[config.mk]
export PLATFORM = sky130hd
export DESIGN_NAME = fpu_divsqrt_iter
export DESIGN_NICKNAME = d
export VERILOG_FILES = /design/src/rtl/fpu_divsqrt_iter.sv
export SDC_FILE = /design/constraint.sdc
export NUM_CORES = 1
export LEC_CHECK = 0
export CAP_MARGIN = 20
export CORE_MARGIN = 2
export CORE_UTILIZATION = 40
export CTS_CLUSTER_SIZE = 12
export DETAILED_ROUTE_END_ITERATION = 12
export SKIP_LAST_GASP = 1
export SLEW_MARGIN = 10
export SYNTH_ARGS = -nofsm -noshare
export SYNTH_HDL_FRONTEND = slang
export SYNTH_SLANG_ARGS = --single-unit
[constraint.sdc]
create_clock -name i_clk -period 9.4 [get_ports i_clk]
set_input_delay 1.88 -clock i_clk [delete_from_list [all_inputs] [get_ports i_clk]]
set_output_delay 1.88 -clock i_clk [all_outputs]
set_load 0.01 [all_outputs]
[src/rtl/fpu_divsqrt_iter.sv]
// Iterative radix-2 restoring FP divide / square root, one result bit per cycle, RNE, FTZ.
// Optional macro FPU_DIVSQRT_ABORT_EN adds an i_abort input that cancels an operation.
module fpu_divsqrt_iter #(
  parameter int unsigned EXP_W = 8,
  parameter int unsigned MAN_W = 23
) (
  input  logic                   i_clk,
  input  logic                   i_reset,
`ifdef FPU_DIVSQRT_ABORT_EN
  input  logic                   i_abort,
`endif
  input  logic                   i_start,
  input  logic                   i_op,
  input  logic [EXP_W+MAN_W:0]   i_data1,
  input  logic [EXP_W+MAN_W:0]   i_data2,
  output logic                   o_busy,
  output logic                   o_valid,
  output logic [EXP_W+MAN_W:0]   o_result,
  output logic [4:0]             o_flags
);
  localparam int unsigned W  = 1 + EXP_W + MAN_W;
  localparam int unsigned N  = MAN_W + 4;
  localparam int unsigned EW = EXP_W + 2;
  localparam int unsigned RW = N + 3;
  localparam int unsigned CW = $clog2(N);
  localparam logic signed [EW-1:0] BIAS = EW'((2 ** (EXP_W - 1)) - 1);
  localparam logic signed [EW-1:0] EMAX = EW'((2 ** EXP_W) - 1);
  localparam logic [W-1:0] QNAN = {1'b0, {EXP_W{1'b1}}, 1'b1, {(MAN_W-1){1'b0}}};
  localparam logic [4:0] F_NV = 5'b10000, F_DZ = 5'b01000, F_OF = 5'b00100,
                         F_UF = 5'b00010, F_NX = 5'b00001;

  typedef enum logic [2:0] {StIdle, StPrep, StIter, StRound, StDone} state_t;

  state_t                 r_state;
  logic                   r_op, r_sign;
  logic [W-1:0]           r_a, r_b, r_pres;
  logic [4:0]             r_pflg;
  logic signed [EW-1:0]   r_exp;
  logic [RW-1:0]          r_rem;
  logic [2*N-1:0]         r_rad;
  logic [N-1:0]           r_q;
  logic [CW-1:0]          r_cnt;

  logic w_abort;
`ifdef FPU_DIVSQRT_ABORT_EN
  assign w_abort = i_abort;
`else
  assign w_abort = 1'b0;
`endif

  // Operand decode; exponent field 0 covers subnormals, which flush to signed zero.
  logic [EXP_W-1:0] w_ea, w_eb;
  logic [MAN_W-1:0] w_fa, w_fb;
  logic w_sa, w_sx, w_a_zero, w_b_zero, w_a_inf, w_b_inf, w_a_nan, w_b_nan, w_a_snan, w_b_snan;
  assign w_sa = r_a[W-1];
  assign w_sx = r_a[W-1] ^ r_b[W-1];
  assign w_ea = r_a[W-2:MAN_W];
  assign w_eb = r_b[W-2:MAN_W];
  assign w_fa = r_a[MAN_W-1:0];
  assign w_fb = r_b[MAN_W-1:0];
  assign w_a_zero = (w_ea == '0);
  assign w_b_zero = (w_eb == '0);
  assign w_a_inf  = (&w_ea) & ~(|w_fa);
  assign w_b_inf  = (&w_eb) & ~(|w_fb);
  assign w_a_nan  = (&w_ea) & (|w_fa);
  assign w_b_nan  = (&w_eb) & (|w_fb);
  assign w_a_snan = w_a_nan & ~w_fa[MAN_W-1];
  assign w_b_snan = w_b_nan & ~w_fb[MAN_W-1];

  logic signed [EW-1:0] w_ea_s, w_eb_s, w_eu, w_exp_div, w_exp_sqrt;
  logic [MAN_W+1:0]     w_msq;
  assign w_ea_s     = $signed({2'b00, w_ea});
  assign w_eb_s     = $signed({2'b00, w_eb});
  assign w_eu       = w_ea_s - BIAS;
  assign w_exp_div  = w_ea_s - w_eb_s + BIAS;
  assign w_exp_sqrt = (w_eu >>> 1) + BIAS;
  // An odd unbiased exponent moves one factor of two into the radicand.
  assign w_msq      = w_eu[0] ? {1'b1, w_fa, 1'b0} : {2'b01, w_fa};

  logic           w_special;
  logic [W-1:0]   w_sp_res;
  logic [4:0]     w_sp_flg;
  always_comb begin
    w_special = 1'b1;
    w_sp_res  = QNAN;
    w_sp_flg  = '0;
    if (r_op) begin
      if (w_a_snan)      w_sp_flg = F_NV;
      else if (w_a_nan)  w_sp_flg = '0;
      else if (w_a_zero) w_sp_res = {w_sa, {(W-1){1'b0}}};
      else if (w_sa)     w_sp_flg = F_NV;
      else if (w_a_inf)  w_sp_res = {1'b0, {EXP_W{1'b1}}, {MAN_W{1'b0}}};
      else               w_special = 1'b0;
    end else begin
      if (w_a_snan | w_b_snan)                              w_sp_flg = F_NV;
      else if (w_a_nan | w_b_nan)                           w_sp_flg = '0;
      else if ((w_a_zero & w_b_zero) | (w_a_inf & w_b_inf)) w_sp_flg = F_NV;
      else if (w_a_inf) w_sp_res = {w_sx, {EXP_W{1'b1}}, {MAN_W{1'b0}}};
      else if (w_b_inf) w_sp_res = {w_sx, {(W-1){1'b0}}};
      else if (w_b_zero) begin
        w_sp_res = {w_sx, {EXP_W{1'b1}}, {MAN_W{1'b0}}};
        w_sp_flg = F_DZ;
      end
      else if (w_a_zero) w_sp_res = {w_sx, {(W-1){1'b0}}};
      else               w_special = 1'b0;
    end
  end

  // One restoring step: divisor or trial root {root, 01} against the partial remainder.
  logic [RW-1:0] w_rem_in, w_trial, w_rem_nx;
  logic          w_ge;
  assign w_rem_in = r_op ? {r_rem[N:0], r_rad[2*N-1 -: 2]} : r_rem;
  assign w_trial  = r_op ? {1'b0, r_q, 2'b01}
                         : {{(RW-MAN_W-1){1'b0}}, 1'b1, w_fb};
  assign w_ge     = (w_rem_in >= w_trial);
  assign w_rem_nx = w_ge ? (w_rem_in - w_trial) : w_rem_in;

  // Quotient below 1 needs one left shift; the root is always in [1,2).
  logic                 w_norm, w_guard, w_sticky, w_up;
  logic [MAN_W:0]       w_sig;
  logic [MAN_W+1:0]     w_sig_r;
  logic [MAN_W-1:0]     w_man;
  logic signed [EW-1:0] w_exp_r;
  logic [W-1:0]         w_rd_res;
  logic [4:0]           w_rd_flg;
  assign w_norm   = ~r_op & ~r_q[N-1];
  assign w_sig    = w_norm ? r_q[N-2:2] : r_q[N-1:3];
  assign w_guard  = w_norm ? r_q[1] : r_q[2];
  assign w_sticky = (w_norm ? r_q[0] : |r_q[1:0]) | (|r_rem);
  assign w_up     = w_guard & (w_sticky | w_sig[0]);
  assign w_sig_r  = {1'b0, w_sig} + {{(MAN_W+1){1'b0}}, w_up};
  assign w_man    = w_sig_r[MAN_W+1] ? w_sig_r[MAN_W:1] : w_sig_r[MAN_W-1:0];
  assign w_exp_r  = r_exp - $signed({{(EW-1){1'b0}}, w_norm})
                          + $signed({{(EW-1){1'b0}}, w_sig_r[MAN_W+1]});

  always_comb begin
    w_rd_res = {r_sign, w_exp_r[EXP_W-1:0], w_man};
    w_rd_flg = {4'b0000, w_guard | w_sticky};
    if (w_exp_r >= EMAX) begin
      w_rd_res = {r_sign, {EXP_W{1'b1}}, {MAN_W{1'b0}}};
      w_rd_flg = F_OF | F_NX;
    end else if (w_exp_r[EW-1] || (w_exp_r == '0)) begin
      w_rd_res = {r_sign, {(W-1){1'b0}}};
      w_rd_flg = F_UF | F_NX;
    end
  end

  always_ff @(posedge i_clk or posedge i_reset) begin
    if (i_reset) begin
      r_state  <= StIdle;
      r_op     <= 1'b0;
      r_sign   <= 1'b0;
      r_a      <= '0;
      r_b      <= '0;
      r_pres   <= '0;
      r_pflg   <= '0;
      r_exp    <= '0;
      r_rem    <= '0;
      r_rad    <= '0;
      r_q      <= '0;
      r_cnt    <= '0;
      o_busy   <= 1'b0;
      o_valid  <= 1'b0;
      o_result <= '0;
      o_flags  <= '0;
    end else begin
      o_valid <= 1'b0;
      if (w_abort && (r_state != StIdle)) begin
        r_state <= StIdle;
        o_busy  <= 1'b0;
      end else begin
        case (r_state)
          StIdle: if (i_start) begin
            r_op    <= i_op;
            r_a     <= i_data1;
            r_b     <= i_data2;
            o_busy  <= 1'b1;
            r_state <= StPrep;
          end
          StPrep: if (w_special) begin
            r_pres  <= w_sp_res;
            r_pflg  <= w_sp_flg;
            r_state <= StDone;
          end else begin
            r_sign  <= r_op ? 1'b0 : w_sx;
            r_exp   <= r_op ? w_exp_sqrt : w_exp_div;
            r_rem   <= r_op ? '0 : {{(RW-MAN_W-1){1'b0}}, 1'b1, w_fa};
            r_rad   <= {w_msq, {(MAN_W+6){1'b0}}};
            r_q     <= '0;
            r_cnt   <= CW'(N - 1);
            r_state <= StIter;
          end
          StIter: begin
            r_q   <= {r_q[N-2:0], w_ge};
            r_rad <= {r_rad[2*N-3:0], 2'b00};
            r_rem <= r_op ? w_rem_nx : {w_rem_nx[RW-2:0], 1'b0};
            if (r_cnt == '0) r_state <= StRound;
            else             r_cnt   <= r_cnt - CW'(1);
          end
          StRound: begin
            r_pres  <= w_rd_res;
            r_pflg  <= w_rd_flg;
            r_state <= StDone;
          end
          StDone: begin
            o_result <= r_pres;
            o_flags  <= r_pflg;
            o_valid  <= 1'b1;
            o_busy   <= 1'b0;
            r_state  <= StIdle;
          end
          default: r_state <= StIdle;
        endcase
      end
    end
  end

endmodule

==> results of run 1 <==
==> layout make-up <==
type                            count  area (um2)  share of cell area
Clock buffer                       38         768              0.0438
Inverter                           42         165             0.00942
Multi-Input combinational cell   1254        8600               0.491
Timing Repair Buffer              121        1190              0.0681
Tap cell                          511         639              0.0365
Sequential cell                   242        6060               0.345
Clock inverter                     13         110             0.00628
==> worst min-delay path: cells and delay by family, from the launching register on <==
| kind | cells | cell delay, ns |
|---|---|---|
| flops | 1 | 0.34 |
| simple gates | 2 | 0.10 |
==> worst max path at each step <==
stage	cells past startpoint	end	slack [ns]	from
finish	22	r_pres[3]	3.63	r_op
global route	22	r_pres[9]	3.13	r_op
CTS	22	r_pres[3]	3.64	r_op
detailed placement	22	r_pres[3]	3.65	r_op
global placement	22	r_pres[3]	3.81	r_op
floorplan	1	o_busy	0.88	i_reset
==> state kept, by name, summed over array words and instances (netlist names), 5 cells and up <==
name      cells
r_rem        30
r_rad        25
r_q          27
o_result     32
r_pres       32
r_a          32
r_b          32
r_cnt         5
r_exp        10
o_flags       5
r_pflg        5
==> metal layers <==
metal,up-vias,GRT usage
li1,6035,-
met1,6016,0.297
met2,306,0.343
met3,77,0.0263
met4,0,0.0560
met5,-,0
==> cell usage in the layout, fill, tap and decap left out, types with 16 or more instances in the layout <==
cell type / netlist / layout
dfrtp_1: 242 / 241
xor2_1: 32 / 32
nand2_1: 247 / 246
o21a_1: 16 / 16
xnor2_1: 50 / 50
o221a_2: 21 / 21
nor2_1: 76 / 76
o21ai_0: 114 / 114
nand4_1: 22 / 22
ha_1: 53 / 53
a21oi_1: 98 / 97
nor3_1: 22 / 22
mux2_2: 115 / 115
o211ai_1: 16 / 16
nor4_1: 21 / 21
nand3_1: 47 / 47
clkbuf_16: 0 / 28
mux2i_1: 67 / 67
and3_1: 24 / 24
inv_1: 39 / 38
clkdlybuf4s50_1: 0 / 106
a211oi_1: 23 / 23
==> metrics by stage <==
stage / area, um2 / util
2_1_floorplan: 15300 / -
6_report: 17500 / 0.466
5_1_grt: 17500 / 0.466
3_5_place_dp: 16600 / 0.442
4_1_cts: 17500 / 0.465
3_3_place_gp: 16600 / 0.442
==> cell families (layout without fill, tap and decap cells) <==
family                   Yosys count  count (layout)  share of synthesized area
AND/OR/NAND/NOR                  533             533                      0.164
AO/OA/AOI/OAI                    401             401                      0.174
flip-flops                       242             242                      0.397
multiplexers                     182             182                      0.129
buffers and inverters            158             214                     0.0425
XOR/XNOR                          82              82                     0.0470
adder cells (fa/ha/maj)           56              56                     0.0474
==> where the power goes <==
group	switching, uW	internal [uW]	total (uW)
Clock	451	600	1050
Sequential	464	1440	1900
Combinational	2740	1960	4710
==> impl_metrics.yaml, run 1 <==
synthesis:
  syn_area_um2: 15300
  synth_cells: 1654
  async_reset_ff_frac: 1.00
  synth_cell_types: 81
  synth.top_cell.area_share: 0.397
  yosysTopAreaCell: "dfrtp_1"
  synth.area.top_cells: "dfrtp_1, mux2_2, nand2_1"
  synth-seq-cells: 242
  syn_nets: 1778
  synth_seq_area_share: 0.397
  ys_warn_count: 0
  ys_top_cells_by_count: "nand2_1, dfrtp_1, mux2_2"
  synth.most_common_cell: "nand2_1"
  synth_edf_count: 0
  avgSynthCellArea_um2: 9.23
  synth_flop_cell: "dfrtp_1"
worst_setup_path:
  critPathRequiredTime_ns: 9.88
  worst_path_largest_cell_delay_ns: 0.78
  r2r_start: "r_op"
  r2r_end: "r_pres[3]"
  rrSetupSlack_ns: 3.63
  cp_max_fo: 39
  critPathLaunchType: "flop"
  critPathTopFamily: "simple AND/OR/NAND/NOR gates"
  slowest_stage: "dfrtp_4"
  reg2regPathDepth: 22
  critPathBufInv: 1
  path_class: "flop to flop"
  crit_arrival_ns: 6.26
  crit_chain: "or2_2, nand2_1, nand2_1, ha_1, o211a_1, nor3b_2, and3_1, and2_4, nand2_2, xnor2_1, ha_1, inv_1, fa_1, nor2b_1, o21a_1, o21a_1, o31ai_1, a21oi_1, a31o_1, or3_4, a21oi_2, a22o_1"
  crit_path_end_kind: "flop"
global_route:
  grt_pass1_wl_um: 67200
  grtUsageTotal: 0.211
  grt-ovfl-total: 0
  grt_pass1_vias: 12200
  antenna_found_initial: 0
  grt_max_degree: 90
clock_network:
  cts_buffers: 28
  cts_tree: "done"
  clk_latency_ns: 0.57
  clockBufferDepth: 3
  postCtsHoldBufs: 0
  clk_pin_slew_worst_paths_ns: 0.06
  cts_root_buf: "clkbuf_16"
  cts.sinks: 242
  htree_levels: 1
  cts.repair.resized: 0
  cts_setup_buffers: 0
place:
  place_inst: 2169
  pre_cts_slack_ns: 3.65
  place.gp.congestion: 0.899
  io_buffers: 106
  dp_hpwl_um: 29800
sta:
  slew_headroom: 0.371
  rsz0062_at_grt: "false"
  finalCriticalPeriod_ns: 5.77
  hold_viol_final: 0
  tns_ns: 0
  setup_viol: 0
  fin_crit_sh: 0.614
  finalClockSkew_ns: 0.0260
  max_slew.worst_pin.slew_ns: 0.944
  clock.fmax_mhz: 173
  hold_ws_ns: 0.472
  maxSlewViolCount: 0
  worst_slack_ns: 3.63
status:
  outcome: "finished clean"
drt:
  routed.top_layer: "met4"
  dr.first_iter.drc_count: 910
  dr.pass1.iters: 5
  dr_wl_met2_um: 19200
  ant_nets: 0
  wirelength_um: 41600
  dr_wl_met3_um: 1910
  wl_met1_um: 19500
  vias: 12400
  drc: 0
  via_per_inst: 5.60
  wl_per_cell_um: 18.7
power:
  p_per_area_nw_per_um2: 437
  leakage_uw: 0.00724
  finalPower_uw: 7660
  ir_drop_uv: 192
layout:
  stdcell_count: 2221
  fin_nets: 1813
  drive_above_1_share: 0.135
  area_delta_synth_final_pct: 14.9
  filler_cell_count: 3675
  antenna_cells: 0
hold_path:
  hold_depth: 2
  min-delay-start: "r_pflg[3]"
  hold_class: "flop to flop"
  min_to: "r_pflg[3]"
job:
  maxCapViolations: 0
floorplan:
  die_height_um: 199
  dieArea_um2: 39700
  initial_core_util: 0.405
  fp.coreArea_um2: 37700
  fp-row-count: 71
  io_pins: 107
  die_w_um: 199
No activity file was read; power rests on OpenSTA's default activity.
==> run 2, diff against run 1 <==
Clock period 9.4 ns to 5.4 ns, I/O delays scaled along.
==> impl_metrics.yaml, run 2 (same netlist as run 1, synthesis figures left out) <==
clock_network:
  cts.sinks: 242
  clk_pin_slew_worst_paths_ns: 0.06
  postCtsHoldBufs: 0
  cts_root_buf: "clkbuf_16"
  cts_tree: "done"
  cts_buffers: 29
  cts_setup_buffers: 0
  cts.repair.resized: 0
  htree_levels: 1
  clk_latency_ns: 0.55
  clockBufferDepth: 3
worst_setup_path:
  critPathRequiredTime_ns: 5.84
  critPathLaunchType: "flop"
  rrSetupSlack_ns: 0.41
  crit_arrival_ns: 5.42
  cp_max_fo: 14
  path_class: "flop to flop"
  crit_path_end_kind: "flop"
sta:
  clock.fmax_mhz: 201
  rsz0062_at_grt: "true"
  slew_headroom: 0.295
  maxSlewViolCount: 0
  finalCriticalPeriod_ns: 4.99
  finalClockSkew_ns: 0.00943
  setup_viol: 0
  hold_viol_final: 0
  max_slew.worst_pin.slew_ns: 1.03
  fin_crit_sh: 0.923
drt:
  drc: 0
  dr.first_iter.drc_count: 830
  vias: 12600
  dr.pass1.iters: 5
  wl_per_cell_um: 19.0
  ant_nets: 0
  wirelength_um: 42500
  via_per_inst: 5.64
hold_path:
  hold_class: "flop to flop"
layout:
  antenna_cells: 0
  fin_nets: 1828
  layout_common_cells: "nand2_1, dfrtp_1, mux2_2"
  drive_above_1_share: 0.143
  fin_area_um2: 17800
  final_common_cell: "nand2_1"
  final_util: 0.472
  area_delta_synth_final_pct: 16.3
place:
  dpl_cell_area_um2: 16800
  dp_hpwl_um: 30200
  io_buffers: 106
  place.gp.congestion: 0.888
power:
  leakage_uw: 0.00736
  ir_drop_uv: 445
  p_per_area_nw_per_um2: 765
status:
  outcome: "finished clean"
floorplan:
  dieArea_um2: 39700
  die_w_um: 199
  initial_core_util: 0.405
  io_pins: 107
  fp.coreArea_um2: 37700
  fp-row-count: 71
  die_height_um: 199
job:
  maxCapViolations: 0
global_route:
  grtUsageTotal: 0.219
  antenna_found_initial: 0
  grt-ovfl-total: 0
  gr-max-usage-layer: "met2"
  grtUsageMet3: 0.0223
  grtUsageMet2: 0.354
  grt_pass1_wl_um: 69500
  use_met1: 0.312
  grt_max_degree: 144
  grt_pass1_vias: 12500
## run 2: cell count changes in the layout (fill, tap and decap cells not counted), sizes merged
cell,change
a21oi,+1
buf,+13
bufinv,+1
clkbuf,+4
clkinv,-4
inv,-1
## run 2: critical path: stages (launching register included)
cell,delay (ns)
dfrtp_4,0.54
nor3b_1,0.29
o21a_1,0.18
ha_1,0.19
o211a_1,0.23
nor3b_2,0.21
and3_1,0.29
and2_4,0.25
nand2_2,0.11
xnor2_1,0.19
ha_1,0.18
inv_1,0.05
fa_1,0.40
xor2_1,0.18
or3_1,0.32
nor4_1,0.27
nand4_1,0.13
o211ai_1,0.28
or3_4,0.30
a21oi_4,0.08
a22o_1,0.21
## run 2: stage by stage
stage	hold slack, ns	total power (uW)	worst slack (ns)	std cells	TNS (ns)
6_report	0.467	13600	0.414	2235	0
5_1_grt	0.494	14800	-0.00320	2235	-0.00346
4_1_cts	0.473	13600	0.289	2234	0
3_5_place_dp	0.460	11600	0.321	2183	0
3_3_place_gp	0.454	11500	0.444	2183	0
2_1_floorplan	0.433	9340	0.285	1654	0
## run 2: layout make-up
| type | count | area, um2 |
|---|---|---|
| Inverter | 42 | 161 |
| Multi-Input combinational cell | 1255 | 8630 |
| Clock inverter | 9 | 101 |
| Timing Repair Buffer | 134 | 1310 |
| Sequential cell | 242 | 6060 |
| Fill cell | 3638 | 19900 |
| Tap cell | 511 | 639 |
| Clock buffer | 42 | 865 |
## run 2: power by group
part | internal (uW) | switching [uW] | total, uW | leakage [uW]
combinational | 3480 | 4880 | 8360 | 0.00389
clock | 1200 | 784 | 1980 | 0.000479
sequential | 2510 | 745 | 3250 | 0.00299
total | 7180 | 6410 | 13600 | 0.00736
## run 2: path summary, 6_finish.rpt
path                              end  cells past startpoint       from
max                        r_pres[13]                     20       r_op
min                         r_pflg[1]                      2  r_pflg[1]
max reg2reg                r_pres[13]                     20       r_op
min reg2reg                 r_pflg[1]                      2  r_pflg[1]
max in group asynchronous        r_op                      3    i_reset
min in group asynchronous     r_b[27]                      3    i_reset
## run 2: metal layers
metal,part of all wire,wire length (um),up-vias
met3,0.041,1760,73
met2,0.46,19700,310
met5,0,0,-
met4,0.028,1170,0
met1,0.47,19900,6164
li1,-,-,6063
